### src/rtl/ddc_ctrl_pkg.sv
// Shared types and default constants for the digital downconverter controller.
package ddc_ctrl_pkg;

    // Controller operating modes
    typedef enum logic [1:0] {
        ST_IDLE   = 2'd0,
        ST_SETTLE = 2'd1,
        ST_RUN    = 2'd2
    } ddc_state_t;

    localparam int DEF_PHASE_W  = 32;
    localparam int DEF_SETTLE_N = 16;
    localparam int DEF_CNT_W    = 16;

endpackage : ddc_ctrl_pkg

### src/rtl/ddc_nco_acc.sv
// NCO phase accumulator with a phase-offset adder on its output.
// clr has priority over adv; all arithmetic wraps modulo 2^PHASE_W.
module ddc_nco_acc #(
    parameter int PHASE_W = ddc_ctrl_pkg::DEF_PHASE_W
) (
    input  logic               clk,
    input  logic               reset_n,
    input  logic               clr,
    input  logic               adv,
    input  logic [PHASE_W-1:0] fcw,
    input  logic [PHASE_W-1:0] poff,
    output logic [PHASE_W-1:0] phase
);

    logic [PHASE_W-1:0] r_acc;

    // Accumulator: clear, advance by fcw on a sample, otherwise hold
    always_ff @(posedge clk or negedge reset_n) begin
        if (!reset_n) begin
            r_acc <= '0;
        end else if (clr) begin
            r_acc <= '0;
        end else if (adv) begin
            r_acc <= r_acc + fcw;
        end
    end

    // Mixer phase for the current sample uses the accumulator before its advance
    always_comb begin
        phase = r_acc + poff;
    end

endmodule : ddc_nco_acc

### src/rtl/ddc_ctrl.sv
// Downconverter controller: NCO tuning, settle blanking and retune bookkeeping.
//
// Config handshake: a config is taken on any cycle where cfg_valid && cfg_ready.
// cfg_ready depends only on the mode (high in IDLE and RUN, low in SETTLE).
// In RUN a config taken while enable is low is dropped, since stopping wins.
module ddc_ctrl
    import ddc_ctrl_pkg::*;
#(
    parameter int PHASE_W  = DEF_PHASE_W,
    parameter int SETTLE_N = DEF_SETTLE_N,
    parameter int CNT_W    = DEF_CNT_W
) (
    input  logic               clk,
    input  logic               reset_n,
    input  logic               enable,
    input  logic               smp_valid,
    input  logic               cfg_valid,
    output logic               cfg_ready,
    input  logic [PHASE_W-1:0] cfg_fcw,
    input  logic [PHASE_W-1:0] cfg_poff,
    input  logic               cfg_prst,
    output logic [PHASE_W-1:0] nco_phase,
    output logic               nco_valid,
    output logic               out_valid,
    output logic               busy,
    output logic [CNT_W-1:0]   retune_cnt
);

    localparam int SC_W = $clog2(SETTLE_N + 2);
    localparam logic [SC_W-1:0] SC_LOAD = SC_W'(SETTLE_N);
    localparam ddc_state_t ST_AFTER_TUNE = (SETTLE_N == 0) ? ST_RUN : ST_SETTLE;

    logic [1:0]         r_rst_sync;
    logic               w_rst_n;
    ddc_state_t         r_state;
    ddc_state_t         w_state_next;
    logic [SC_W-1:0]    r_cnt;
    logic [SC_W-1:0]    w_cnt_next;
    logic [PHASE_W-1:0] r_fcw;
    logic [PHASE_W-1:0] r_poff;
    logic [PHASE_W-1:0] w_phase;
    logic               w_cfg_take;
    logic               w_apply;
    logic               w_adv;
    logic               w_clr;

    // Reset synchroniser: asserts immediately, releases two edges later
    always_ff @(posedge clk or negedge reset_n) begin
        if (!reset_n) begin
            r_rst_sync <= 2'b00;
        end else begin
            r_rst_sync <= {r_rst_sync[0], 1'b1};
        end
    end

    assign w_rst_n = r_rst_sync[1];

    // Handshake, config apply and sample-advance qualifiers
    always_comb begin
        cfg_ready  = (r_state == ST_IDLE) || (r_state == ST_RUN);
        busy       = (r_state == ST_SETTLE);
        w_cfg_take = cfg_valid && cfg_ready;
        w_apply    = w_cfg_take && ((r_state == ST_IDLE) || enable);
        w_adv      = smp_valid && enable && (r_state != ST_IDLE);
        w_clr      = (w_state_next == ST_IDLE) || (w_apply && cfg_prst);
    end

    // Next-state and settle-counter logic; enable low overrides everything
    always_comb begin
        w_state_next = r_state;
        w_cnt_next   = r_cnt;
        if (!enable) begin
            w_state_next = ST_IDLE;
            w_cnt_next   = '0;
        end else begin
            case (r_state)
                ST_IDLE: begin
                    w_state_next = ST_AFTER_TUNE;
                    w_cnt_next   = SC_LOAD;
                end
                ST_SETTLE: begin
                    if (smp_valid) begin
                        if (r_cnt <= SC_W'(1)) begin
                            w_state_next = ST_RUN;
                            w_cnt_next   = '0;
                        end else begin
                            w_cnt_next = r_cnt - SC_W'(1);
                        end
                    end
                end
                ST_RUN: begin
                    if (w_cfg_take) begin
                        w_state_next = ST_AFTER_TUNE;
                        w_cnt_next   = SC_LOAD;
                    end
                end
                default: begin
                    w_state_next = ST_IDLE;
                    w_cnt_next   = '0;
                end
            endcase
        end
    end

    // Mode and settle counter registers
    always_ff @(posedge clk or negedge w_rst_n) begin
        if (!w_rst_n) begin
            r_state <= ST_IDLE;
            r_cnt   <= '0;
        end else begin
            r_state <= w_state_next;
            r_cnt   <= w_cnt_next;
        end
    end

    // Active tuning registers and retune counter
    always_ff @(posedge clk or negedge w_rst_n) begin
        if (!w_rst_n) begin
            r_fcw      <= '0;
            r_poff     <= '0;
            retune_cnt <= '0;
        end else if (w_apply) begin
            r_fcw      <= cfg_fcw;
            r_poff     <= cfg_poff;
            retune_cnt <= retune_cnt + CNT_W'(1);
        end
    end

    // Registered mixer phase, sample tag and settled flag
    always_ff @(posedge clk or negedge w_rst_n) begin
        if (!w_rst_n) begin
            nco_phase <= '0;
            nco_valid <= 1'b0;
            out_valid <= 1'b0;
        end else begin
            nco_valid <= w_adv;
            out_valid <= (w_state_next == ST_RUN);
            if (w_adv) begin
                nco_phase <= w_phase;
            end
        end
    end

    ddc_nco_acc #(
        .PHASE_W (PHASE_W)
    ) u_nco_acc (
        .clk     (clk),
        .reset_n (w_rst_n),
        .clr     (w_clr),
        .adv     (w_adv),
        .fcw     (r_fcw),
        .poff    (r_poff),
        .phase   (w_phase)
    );

endmodule : ddc_ctrl

### config.mk
export PLATFORM = sky130hd
export DESIGN_NAME = ddc_ctrl
export DESIGN_NICKNAME = d
export VERILOG_FILES = /design/src/rtl/ddc_ctrl_pkg.sv /design/src/rtl/ddc_nco_acc.sv /design/src/rtl/ddc_ctrl.sv
export SDC_FILE = /design/constraint.sdc
export NUM_CORES = 1
export LEC_CHECK = 0
export ABC_AREA = 1
export CAP_MARGIN = 10
export CELL_PAD_IN_SITES_DETAIL_PLACEMENT = 0
export CELL_PAD_IN_SITES_GLOBAL_PLACEMENT = 1
export CORE_UTILIZATION = 44
export DETAILED_ROUTE_END_ITERATION = 7
export PLACE_DENSITY = 0.84
export SETUP_SLACK_MARGIN = 0.5
export SLEW_MARGIN = 20
export SYNTH_ARGS = -nofsm -noshare
export SYNTH_HDL_FRONTEND = slang
export SYNTH_HIERARCHICAL = 1
export SYNTH_SLANG_ARGS = --single-unit
### constraint.sdc
create_clock -name clk -period 13.7 [get_ports clk]
set_clock_uncertainty 0.2 [all_clocks]
set_input_delay 4.11 -clock clk [delete_from_list [all_inputs] [get_ports clk]]
set_output_delay 4.11 -clock clk [all_outputs]
set_load 0.05 [all_outputs]
==> impl_summary.log <==
[metrics] post-synth design cell area: about 10000 um2
[metrics] number of max-cap violations: 0
[metrics] maximum number of pins on one net before global-route repair: 80
[metrics] largest vdd supply drop: 0.1039 mV
[metrics] RD Place Congestion: around 0.94
[metrics] number of enable-type register cells in the synthesized netlist: 0
[metrics] vias in the first global route: between 9000 and 10000
[metrics] depth of the worst register-to-register path: 12
[metrics] Mapped Nets: between 1500 and 2000
[metrics] die span in x: between 150 and 200 um
[metrics] Setup crit start kind: input pin
[metrics] number of clock sinks: 155
[metrics] final worst setup slack: 7.204 ns
[metrics] initial detailed-routing violation count: 600
[metrics] Max-Slew Margin vs Limit: 37.51%
[metrics] post-synthesis sequential element count: 155
[metrics] Post-DP HPWL: around 22000 um
[metrics] wire length of the first global-routing pass: 46760 um
[metrics] area grow syn2layout: 20.53%
[metrics] run status: completed
[metrics] worst slew pin tran: around 0.94 ns
[metrics] setup tns final: 0 ns
[metrics] number of port buffers: between 100 and 150
[metrics] share of flip-flops with an asynchronous set or reset: 100.0%
[metrics] post-synth top area cell: dfrtp_1
[metrics] worst-skew pair later-pin latency: 0.44 ns
[metrics] Post CTS Setup Buffer Count: 0
[metrics] number of nets in the layout: between 1500 and 2000
[metrics] synthesized area per cell: approximately 6.6 um2
[metrics] dominant register cell in the synthesized netlist: dfrtp_1
[metrics] leakage power: 6.935 nW
[metrics] endpoints failing hold: 0
[metrics] cell chosen for the clock root: clkbuf_16
[metrics] most frequently used cell type in the post-synthesis netlist: nand2_1
[metrics] Residual DRC: 0
[metrics] Fmax achieved: 153.9 MHz
[metrics] number of H-tree levels: 4
[metrics] antenna diode count: 0
[metrics] ratio of total power to cell area: roughly 180 nW/um2
[metrics] final cycle utilization of the critical path: around 47%
[metrics] maximum net fanout on the critical path: 71
[metrics] buffer depth of the longest clock path: 2
[metrics] post-synth cell types: 38
[metrics] clock tree from TritonCTS: done
[metrics] antenna violations before repair: 0
[metrics] post_cts resized: 0
[metrics] Boundary Pins: ~120
[metrics] setup repair after global routing missed its margin: false
[metrics] post-synthesis cell count: ~1600
[metrics] area of the core: between 20000 and 25000 um2
[metrics] Critical Path Sink Type: flop
[metrics] overall routed net length: about 28000 um
[metrics] routed vias: 9923
[metrics] share of the yosys chip area belonging to registers: 37.02%
[metrics] clock transition time at the flip-flop clock pins of the worst setup and hold paths: 0.07 ns
[metrics] Post-DRT Antenna Nets: 0
[metrics] most instantiated cells after synthesis: nand2_1, inv_1, dfrtp_1, nor2_1, nand3_1
[metrics] final critical path time including I/O delays and setup: roughly 6.5 ns
[metrics] Slew Limit Fails: 0
[metrics] global-route total usage across every layer: between 20% and 30%
[metrics] area of the die: around 24000 um2
[metrics] number of filler instances in the final layout: 2403
[metrics] Routed wire per std cell: around 14 um
[metrics] number of detailed-routing iterations run before antenna repair: 5
[metrics] WP data required: 13.87 ns
[metrics] top-area cell type share of the netlist area: roughly 37%
[metrics] fraction of final layout cells sized beyond drive strength 1: around 3.6%
[metrics] setup-violating endpoint count in the final report: 0
[metrics] WHS Path Cells: 0
[metrics] num rows: 56
[metrics] CP arrival: between 6 and 7 ns
[metrics] overall overflow remaining after global route: 0
[metrics] Via-to-Cell Ratio: between 4 and 5
[metrics] Yosys Warn Count: 6
[metrics] floorplan die height: about 160 um
[metrics] dominant cells by area after synthesis: dfrtp_1, nand2_1, ha_1
[metrics] class of the tightest hold or removal check: flop to flop
[metrics] starting density of the core: between 40% and 50%
[metrics] pre-CTS setup slack: around 6.8 ns
[metrics] type of the worst setup path: input pin to flop
[metrics] number of buffers added by the clock tree synthesis step: 17
[metrics] Final Power: around 2.2 mW
==> registers in the layout (all words and copies together) (netlist names) <==
register / flops
nco_phase: 32
nco_valid: 1
out_valid: 1
r_cnt: 5
r_fcw: 32
r_poff: 32
r_rst_sync: 2
r_state: 2
retune_cnt: 16
u_nco_acc/r_acc: 32
==> what timing repair did <==
| item | 4_1_cts | 5_1_grt |
|---|---|---|
| hold buffers | 1 | 0 |
| hold endpoints to repair | 12 | 0 |
| setup endpoints to repair | 0 | 0 |
==> logic make-up after synthesis <==
| kind of cell | Yosys count | share of synthesized area, % |
|---|---|---|
| AND/OR/NAND/NOR | 995 | 37.91 |
| buffers and inverters | 202 | 7.535 |
| flip-flops | 155 | 37.02 |
| AO/OA/AOI/OAI | 133 | 6.843 |
| adder cells (fa/ha/maj) | 67 | 8.144 |
| XOR/XNOR | 30 | 2.508 |
| other | 1 | 0.03579 |
==> cells in the final DEF (no fill, tap or decap), types with 4 or more instances in the layout <==
| cell | netlist | layout |
|---|---|---|
| clkdlybuf4s50_1 | 0 | 121 |
| inv_8 | 0 | 4 |
| inv_6 | 0 | 6 |
| o21ai_0 | 42 | 42 |
| nand4_1 | 13 | 13 |
| a21oi_1 | 71 | 71 |
| nand2_1 | 761 | 761 |
| nand3_1 | 73 | 73 |
| a21o_1 | 4 | 4 |
| xor2_1 | 24 | 24 |
| o21bai_1 | 4 | 4 |
| nor2_2 | 4 | 5 |
| nor3_1 | 8 | 8 |
| clkbuf_16 | 0 | 17 |
| nand2_2 | 4 | 4 |
| dfrtp_1 | 155 | 154 |
| nand3b_1 | 6 | 6 |
| xnor2_1 | 6 | 6 |
| ha_1 | 65 | 65 |
| inv_2 | 6 | 6 |
| or2_1 | 4 | 4 |
| inv_1 | 170 | 170 |
| nor2_1 | 110 | 109 |
| buf_4 | 3 | 7 |
| or2_2 | 4 | 4 |
==> metrics by stage <==
stage | hold slack, ns | utilization (%) | std cells | cell area (um2)
final | 0.1560 | 53.96 | 2037 | 12630
after global routing | 0.1803 | 53.96 | 2037 | 12630
after CTS | 0.1601 | 53.96 | 2037 | 12630
after global placement | -0.03695 | 51.35 | 2004 | 12020
after floorplan | 0.1312 | - | 1583 | 10480
after detailed placement | -0.03302 | 51.35 | 2004 | 12020
==> path summary, 6_finish.rpt <==
kind | endpoint | from | slack [ns]
max | u_nco_acc/r_acc[12]$_DFFE_PN0P_ | enable | 7.20
min | r_rst_sync[1]$_DFF_PN0_ | r_rst_sync[0]$_DFF_PN0_ | 0.16
max reg2reg | u_nco_acc/r_acc[12]$_DFFE_PN0P_ | r_state[1]$_DFF_PN0_ | 11.03
min reg2reg | r_rst_sync[1]$_DFF_PN0_ | r_rst_sync[0]$_DFF_PN0_ | 0.16
max in group asynchronous | r_rst_sync[1]$_DFF_PN0_ | reset_n | 9.54
min in group asynchronous | retune_cnt[13]$_DFFE_PN0P_ | r_rst_sync[1]$_DFF_PN0_ | 0.35
==> final cells by class <==
type / instances / area (um2) / share of cell area (%)
Multi-Input combinational cell: 1226 / 5812 / 46.02
Sequential cell: 155 / 3882 / 30.74
Timing Repair Buffer: 129 / 1274 / 10.09
Inverter: 176 / 660.6 / 5.231
Clock buffer: 17 / 425.4 / 3.369
Tap cell: 319 / 399.1 / 3.161
Clock inverter: 15 / 175.2 / 1.387
==> critical path, stage by stage <==
cell	delay (ns)
clkdlybuf4s50_1	0.50
inv_2	0.12
nand2_1	0.06
nand2_2	0.06
buf_4	0.59
inv_2	0.06
nand2_1	0.08
nand2_1	0.09
nor2_1	0.12
buf_4	0.31
inv_1	0.22
a21oi_1	0.15
o21ai_0	0.10
nand2_1	0.06
==> where the power goes <==
group / internal [mW] / switching, mW / total (mW)
combinational: 0.348 / 0.684 / 1.03
clock: 0.276 / 0.215 / 0.491
sequential: 0.605 / 0.114 / 0.719
==> per-layer routing <==
| metal | wire length (um) | vias up | GRT usage, % |
|---|---|---|---|
| li1 | - | 5176 | - |
| met3 | 1057 | 24 | 3.489 |
| met2 | 12730 | 198 | 39.65 |
| met1 | 13880 | 4525 | 34.07 |
| met4 | 399 | 0 | 6.349 |
| met5 | 0 | - | 0 |
(Power assumes the default switching activity.)
